## config.mk

```make
export PLATFORM = sky130hd
export DESIGN_NAME = load_store_unit
export DESIGN_NICKNAME = d
export VERILOG_FILES = /design/src/rtl/load_store_unit.sv
export SDC_FILE = /design/constraint.sdc
export NUM_CORES = 1
export LEC_CHECK = 0
export BUFFER_PORTS_ARGS = -buffer_cell sky130_fd_sc_hd__buf_4
export CORE_AREA = 2 2 107 109
export DETAILED_ROUTE_END_ITERATION = 16
export DIE_AREA = 0 0 109 111
export PLACE_DENSITY = 0.79
export SETUP_SLACK_MARGIN = 0.02
export SYNTH_ARGS = -nofsm -noshare
export SYNTH_HDL_FRONTEND = slang
export SYNTH_SLANG_ARGS = --single-unit
```

## constraint.sdc

```tcl
create_clock -name clk -period 7 [get_ports clk]
set_clock_uncertainty 0.05 [all_clocks]
set_input_delay 0.7 -clock clk [delete_from_list [all_inputs] [get_ports clk]]
set_output_delay 0.7 -clock clk [all_outputs]
set_load 0.02 [all_outputs]
```

## src/rtl/load_store_unit.sv

```systemverilog
// Memory-access stage: one load or store per request over a req/ready handshake,
// with lane steering, load extension, and misaligned/illegal/timeout fault reporting.
module load_store_unit #(
  parameter int TIMEOUT_CYCLES = 16,
  parameter int CNT_W          = 5
) (
  input  logic        clk,
  input  logic        reset,
  input  logic        start,
  input  logic        is_store,
  input  logic [2:0]  funct3,
  input  logic [31:0] addr,
  input  logic [31:0] store_data,
  output logic        busy,
  output logic        done,
  output logic [31:0] load_data,
  output logic [1:0]  fault,
  output logic        mem_req,
  output logic        mem_we,
  output logic [31:0] mem_addr,
  output logic [31:0] mem_wdata,
  output logic [3:0]  mem_wmask,
  input  logic        mem_ready,
  input  logic [31:0] mem_rdata
);

  typedef enum logic [1:0] {S_IDLE, S_ACCESS, S_RESP} state_t;

  state_t           r_state;
  state_t           w_next;
  logic             r_is_store;
  logic [2:0]       r_funct3;
  logic [1:0]       r_off;
  logic [CNT_W-1:0] r_cnt;
  logic [1:0]       r_fault;
  logic [31:0]      r_load_data;
  logic             r_mem_req;
  logic             r_mem_we;
  logic [31:0]      r_mem_addr;
  logic [31:0]      r_mem_wdata;
  logic [3:0]       r_mem_wmask;

  logic             w_illegal;
  logic             w_misal;
  logic             w_ok;
  logic [CNT_W-1:0] w_cnt_inc;
  logic             w_timeout;

  function automatic logic [31:0] lane_wdata(input logic [2:0] f3, input logic [31:0] sd);
    case (f3[1:0])
      2'd0:    lane_wdata = {4{sd[7:0]}};
      2'd1:    lane_wdata = {2{sd[15:0]}};
      default: lane_wdata = sd;
    endcase
  endfunction

  function automatic logic [3:0] lane_wmask(input logic [2:0] f3, input logic [1:0] off);
    case (f3[1:0])
      2'd0:    lane_wmask = 4'b0001 << off;
      2'd1:    lane_wmask = 4'b0011 << off;
      default: lane_wmask = 4'b1111;
    endcase
  endfunction

  function automatic logic [31:0] load_extend(input logic [2:0] f3, input logic [1:0] off,
                                              input logic [31:0] rdata);
    logic [31:0] sh;
    sh = rdata >> {off, 3'b000};
    case (f3)
      3'd0:    load_extend = {{24{sh[7]}}, sh[7:0]};
      3'd4:    load_extend = {24'd0, sh[7:0]};
      3'd1:    load_extend = {{16{sh[15]}}, sh[15:0]};
      3'd5:    load_extend = {16'd0, sh[15:0]};
      default: load_extend = rdata;
    endcase
  endfunction

  // Request decode on the live inputs; only meaningful at the accepting edge in IDLE.
  assign w_illegal = is_store ? (funct3 > 3'd2)
                              : (funct3 == 3'd3 || funct3 == 3'd6 || funct3 == 3'd7);
  assign w_misal   = ((funct3[1:0] == 2'd1) && addr[0]) ||
                     ((funct3[1:0] == 2'd2) && (addr[1:0] != 2'b00));
  assign w_ok      = !w_illegal && !w_misal;
  assign w_cnt_inc = r_cnt + CNT_W'(1);
  assign w_timeout = (TIMEOUT_CYCLES != 0) && (w_cnt_inc == CNT_W'(TIMEOUT_CYCLES));

  always_ff @(posedge clk or posedge reset) begin
    if (reset) r_state <= S_IDLE;
    else       r_state <= w_next;
  end

  always_comb begin
    w_next = r_state;
    case (r_state)
      S_IDLE:   if (start) w_next = w_ok ? S_ACCESS : S_RESP;
      S_ACCESS: if (mem_ready || w_timeout) w_next = S_RESP;
      S_RESP:   w_next = S_IDLE;
      default:  w_next = S_IDLE;
    endcase
  end

  always_ff @(posedge clk or posedge reset) begin
    if (reset) begin
      r_is_store  <= 1'b0;
      r_funct3    <= 3'd0;
      r_off       <= 2'd0;
      r_cnt       <= '0;
      r_fault     <= 2'b00;
      r_load_data <= 32'd0;
      r_mem_req   <= 1'b0;
      r_mem_we    <= 1'b0;
      r_mem_addr  <= 32'd0;
      r_mem_wdata <= 32'd0;
      r_mem_wmask <= 4'd0;
    end else begin
      case (r_state)
        S_IDLE: begin
          if (start) begin
            r_is_store  <= is_store;
            r_funct3    <= funct3;
            r_off       <= addr[1:0];
            r_cnt       <= '0;
            r_load_data <= 32'd0;
            r_fault     <= w_illegal ? 2'b11 : (w_misal ? 2'b01 : 2'b00);
            r_mem_req   <= w_ok;
            r_mem_we    <= w_ok && is_store;
            r_mem_addr  <= {addr[31:2], 2'b00};
            r_mem_wdata <= (w_ok && is_store) ? lane_wdata(funct3, store_data) : 32'd0;
            r_mem_wmask <= (w_ok && is_store) ? lane_wmask(funct3, addr[1:0]) : 4'd0;
          end
        end
        S_ACCESS: begin
          // Ready wins over a timeout landing on the same cycle.
          if (mem_ready) begin
            r_mem_req   <= 1'b0;
            r_mem_we    <= 1'b0;
            r_fault     <= 2'b00;
            r_load_data <= r_is_store ? 32'd0 : load_extend(r_funct3, r_off, mem_rdata);
          end else begin
            r_cnt <= w_cnt_inc;
            if (w_timeout) begin
              r_mem_req   <= 1'b0;
              r_mem_we    <= 1'b0;
              r_fault     <= 2'b10;
              r_load_data <= 32'd0;
            end
          end
        end
        default: ;
      endcase
    end
  end

  assign busy      = (r_state != S_IDLE);
  assign done      = (r_state == S_RESP);
  assign load_data = r_load_data;
  assign fault     = r_fault;
  assign mem_req   = r_mem_req;
  assign mem_we    = r_mem_we;
  assign mem_addr  = r_mem_addr;
  assign mem_wdata = r_mem_wdata;
  assign mem_wmask = r_mem_wmask;

endmodule

```

* Yosys cells after proc, flatten, opt, wreduce, memory -nomap -nowiden
Index checks and enable logic that the tools add are counted.
Word-level totals: latch bits 0, output and inout bits 106, bits in registers 115, memory bits (read-only) 0, RAM bits 0, input bits 104, memories 0
Operators by class: divide/modulo/power cells 0, multiplexer cells 30, reduce and logical (&&, ||, !) cells 20, bitwise gates (word level) 0, $mul 0, shift-type cells 3, eq/ne operators 15, order comparisons 1, add/sub/neg operators 1
Operators by type and width (number):
- 2-to-1 mux 32 bit | 5
- case mux 32 bit (2 select lines) | 2
- case mux 32 bit (4 select lines) | 1
- >> shifter 32 x 5 -> 16 bit | 1
- 2-to-1 mux 2 bit | 7
- equality test 3 bit (second input constant) | 4
- 2-to-1 mux 5 bit | 2
- case mux 5 bit (2 select lines) | 1
- case mux 2 bit (2 select lines) | 2
- case mux 4 bit (2 select lines) | 1
- 2-to-1 mux 1 bit | 6
- != test 2 bit (second input constant) | 3
- AND reduction 3 bit | 2
- nonzero test 2 bit | 3
- adder 5 x 1 -> 5 bit (second input constant) | 1
- equality test 5 bit (second input constant) | 1
- equality test 2 x 1 -> 1 bit (second input constant) | 2
- equality test 2 bit (second input constant) | 2
- logical AND 1 bit | 4
- logical NOT 2 bit | 2
- logical OR 1 bit | 4
- 2-to-1 mux 4 bit | 1
- case mux 1 bit (2 select lines) | 2
- AND reduction 2 bit | 2
- other kinds (8) | 9

* Depth between registers and ports, before layout
depth in word-level cells 9, mapped depth 7, gate-level depth less buffers 5

* Worst setup path before layout
No wires, ideal clock.
kind in2reg, start point in mem_rdata[31], end point reg r_load_data[16], in the netlist load_data[16], setup slack 4840 ps, required time 6824 ps, arrival 1984 ps, buffers on the path 1, stages on the path 5, setup time 126 ps, cell sequence mux4_2 and2_1 o211a_4 buf_6 a221o_1
On the way: cells in the longest elaborated chain, start to end 5
Ends and longest elaborated chain:
- start, declared | RTL line 24 | input logic [31:0] mem_rdata
- >> shifter 32 x 5 -> 16 bit | RTL line 68 | sh = rdata >> {off, 3'b000};
- case mux 32 bit (4 select lines) | RTL line 69 | case (f3)
- 2-to-1 mux 32 bit | RTL line 138 | r_load_data <= r_is_store ? 32'd0 : load_extend(r_funct3, r_off, mem_rdata);
- 2-to-1 mux 32 bit | RTL line 134 | if (mem_ready) begin
- case mux 32 bit (2 select lines) | RTL line 116 | case (r_state)
- end signal, assigned | RTL line 138
- end, declared | RTL line 36 | logic [31:0] r_load_data;
Every way passes these cells. A chain may end at the register's enable or synchronous reset.

* Worst setup path in the final report
start point reg r_off[1], end point reg r_load_data[23], in the netlist load_data[23]
On the way: cells in the longest elaborated chain, start to end 5
Ends and longest elaborated chain:
- start, declared | RTL line 33 | logic [1:0] r_off;
- start signal, assigned | RTL line 121 | r_off <= addr[1:0];
- >> shifter 32 x 5 -> 16 bit | RTL line 68
- case mux 32 bit (4 select lines) | RTL line 69
- 2-to-1 mux 32 bit | RTL line 138
- 2-to-1 mux 32 bit | RTL line 134
- case mux 32 bit (2 select lines) | RTL line 116
Every way passes these cells.

==> results.py <==
metrics = {
    "worst_setup_path": {
        "cp_max_fo": 16,
        "r2r_slack_ns": 4.65,
        "arrival_ns": 2.58,
        "slowest_stage": "dfrtp_1",
        "endpoint": "load_data[23]",
        "end_kind": "flop",
        "worstRegToRegCells": 4,
        "setup.worst_path.start": "r_off[1]",
        "reg2reg_to": "load_data[23]",
        "critPathLaunchType": "flop",
        "path_cells": "mux4_2, and2_1, o211a_4, a221o_1",
        "r2r-start": "r_off[1]",
        "critPathKind": "flop to flop",
        "slowest_delay_ns": 0.75,
        "cp_data_required_time_ns": 7.23,
    },
    "global_routing": {
        "antenna_found_initial": 0,
        "grt_pass1_vias": 4867,
        "grt_pass1_wl_um": 24210,
        "grt_overflow": 0,
        "track_usage": 0.2587,
        "grt_max_degree": 73,
    },
    "logic_synthesis": {
        "synth_area_um2": 5211,
        "yosysWarnings": 0,
        "ys.flop_type": "dfrtp_1",
        "yosysSeqAreaShare": 0.5522,
        "async_reset_ff_frac": 1.000,
        "ys_ff_latch": 115,
        "syn_avg_cell_area_um2": 9.907,
        "synth_edf_count": 0,
        "synthCells": 526,
        "synth.distinct_cells": 40,
    },
    "power": {
        "p_leak_nw": 3.864,
        "total_power_w": 0.002585,
        "vdd_drop_max_mv": 0.2257,
        "power_density_nw_per_um2": 346.1,
    },
    "hold_path": {
        "hold_class": "input pin to async pin",
    },
    "clocking": {
        "clk_latency_ns": 0.40,
        "ctsResizeCount": 0,
        "postCtsHoldBufs": 0,
        "cts_tree": "done",
        "clk_pin_slew_ns": 0.05,
        "cts_sinks": 115,
        "cts_buffer_depth": 2,
        "cts_setup_buffers": 0,
        "ctsRootBufferMaster": "clkbuf_16",
        "numCtsBuffers": 17,
        "cts.htree.levels": 4,
    },
    "detailed_routing": {
        "vias": 4724,
        "drtPass1Iterations": 5,
        "antenna_left": 0,
        "vias_per_cell": 5.387,
        "drt-wirelength-per-cell_um": 17.12,
        "drt_iter0_markers": 333,
        "wl_um": 15020,
        "drc": 0,
    },
    "sta": {
        "finalHoldViolCount": 0,
        "relSlewSlack": 0.3761,
        "rsz0062_at_grt": "false",
        "setup_viol": 0,
        "worst_slew_pin_slew_ns": 0.9324,
        "setup-tns-final_ns": 0,
        "final.min_clock_period_ns": 2.352,
        "max_freq_ghz": 0.4251,
        "fin_hold_ws_ns": 0.3220,
        "slew_viol_final": 0,
        "post-route-period-util": 0.3361,
    },
    "layout": {
        "fin_area_um2": 7468,
        "drive_above_1_share": 0.3474,
        "mostFrequentLayoutCell": "buf_4",
        "diodes": 0,
        "final_cell_mix": "buf_4, nand2_1, dfrtp_1",
        "post-route-util": 0.6742,
        "area_growth_pct": 43.31,
        "nets": 827,
        "nFillCells": 879,
    },
    "placement": {
        "port_buffers": 207,
        "placed_cell_area_um2": 6844,
        "globalplace.congestion": 0.8675,
        "dp_hpwl_um": 10730,
    },
    "run": {
        "cap_violations": 0,
    },
    "outcome": {
        "status": "finished, final reports clean",
    },
    "die": {
        "placementRows": 39,
        "ios": 210,
        "core_area_um2": 11080,
        "die-area_um2": 12100,
        "fp.dieW_um": 109,
        "die_height_um": 111,
        "initial_core_util": 0.4705,
    },
}
[synthesized netlist by cell type (7+ instances only)]
master | count | area [um^2]
nor2_1 | 21 | 78.83
a22o_1 | 17 | 148.9
a221o_1 | 16 | 160.2
o21ai_0 | 47 | 235.2
o2bb2ai_1 | 21 | 183.9
inv_1 | 9 | 33.78
dfrtp_1 | 115 | 2878
clkbuf_1 | 21 | 78.83
a21oi_1 | 26 | 130.1
nand2b_1 | 7 | 43.79
nand2_1 | 142 | 533.0
mux2i_1 | 32 | 320.3
[worst min path at each step]
| stage | from | endpoint | slack [ns] | cells after the start |
|---|---|---|---|---|
| final | reset | mem_addr[22] | 0.32 | 2 |
| after global routing | reset | mem_addr[22] | 0.36 | 2 |
| after CTS | reset | mem_addr[22] | 0.34 | 2 |
| after detailed placement | mem_addr[23] | mem_addr[23] | 0.41 | 2 |
| after global placement | mem_addr[20] | mem_addr[20] | 0.41 | 2 |
| after floorplan | r_is_store | r_is_store | 0.40 | 2 |
[area by class of cell]
| type | instances | area [um^2] | area share |
|---|---|---|---|
| Tap cell | 143 | 178.9 | 0.02396 |
| Multi-Input combinational cell | 367 | 2160 | 0.2892 |
| Inverter | 9 | 36.28 | 0.004858 |
| Timing Repair Buffer | 212 | 1592 | 0.2131 |
| Sequential cell | 115 | 2878 | 0.3853 |
| Clock buffer | 20 | 466.7 | 0.06249 |
| Clock inverter | 11 | 157.7 | 0.02111 |
[stage by stage]
step / std cells / setup WS [ns]
after floorplan: 527 / 3.206
after global placement: 846 / 4.644
after detailed placement: 846 / 4.566
after CTS: 877 / 4.650
after global routing: 877 / 4.553
final: 877 / 4.648
[worst max-delay path: cells and delay by family (launching register included)]
family | cells | cell delay [ns]
AOI/OAI and AO/OA | 2 | 0.61
DFF | 1 | 0.75
muxes | 1 | 0.62
and+or+nand+nor | 1 | 0.20
[power breakdown]
| group | total, W | internal [W] | switching, W | leakage (nW) |
|---|---|---|---|---|
| sequential | 0.000917 | 0.000798 | 0.000119 | 1.52 |
| clock | 0.000909 | 0.000617 | 0.000292 | 0.311 |
| combinational | 0.000759 | 0.000318 | 0.000440 | 2.03 |
| total | 0.00259 | 0.00173 | 0.000851 | 3.86 |
[metal layers]
| layer | part of all wire | GRT usage | vias up |
|---|---|---|---|
| li1 | - | - | 2216 |
| met1 | 0.40 | 0.3266 | 2260 |
| met2 | 0.48 | 0.3925 | 213 |
| met3 | 0.095 | 0.09053 | 35 |
| met4 | 0.030 | 0.1282 | 0 |
| met5 | 0 | 0 | - |
[registers in the layout (all words and copies together), names as in the netlist]
signal,flops
mem_wmask,4
mem_addr,30
r_off,2
r_funct3,3
r_is_store,1
load_data,32
r_cnt,5
mem_req,1
r_state,2
mem_we,1
fault,2
mem_wdata,32
[cells by family (layout without fill, tap and decap cells)]
group	count (synthesis)	after routing	synth area share
DFF	115	115	0.5522
muxes	35	35	0.07011
buffers and inverters	45	252	0.03673
xor gates and xnor gates	2	2	0.003362
AOI/OAI and AO/OA	140	140	0.1851
other	1	2	0.0007196
and+or+nand+nor	187	187	0.1493
adders and majority gates	1	1	0.002401
(Power assumes the default switching activity.)
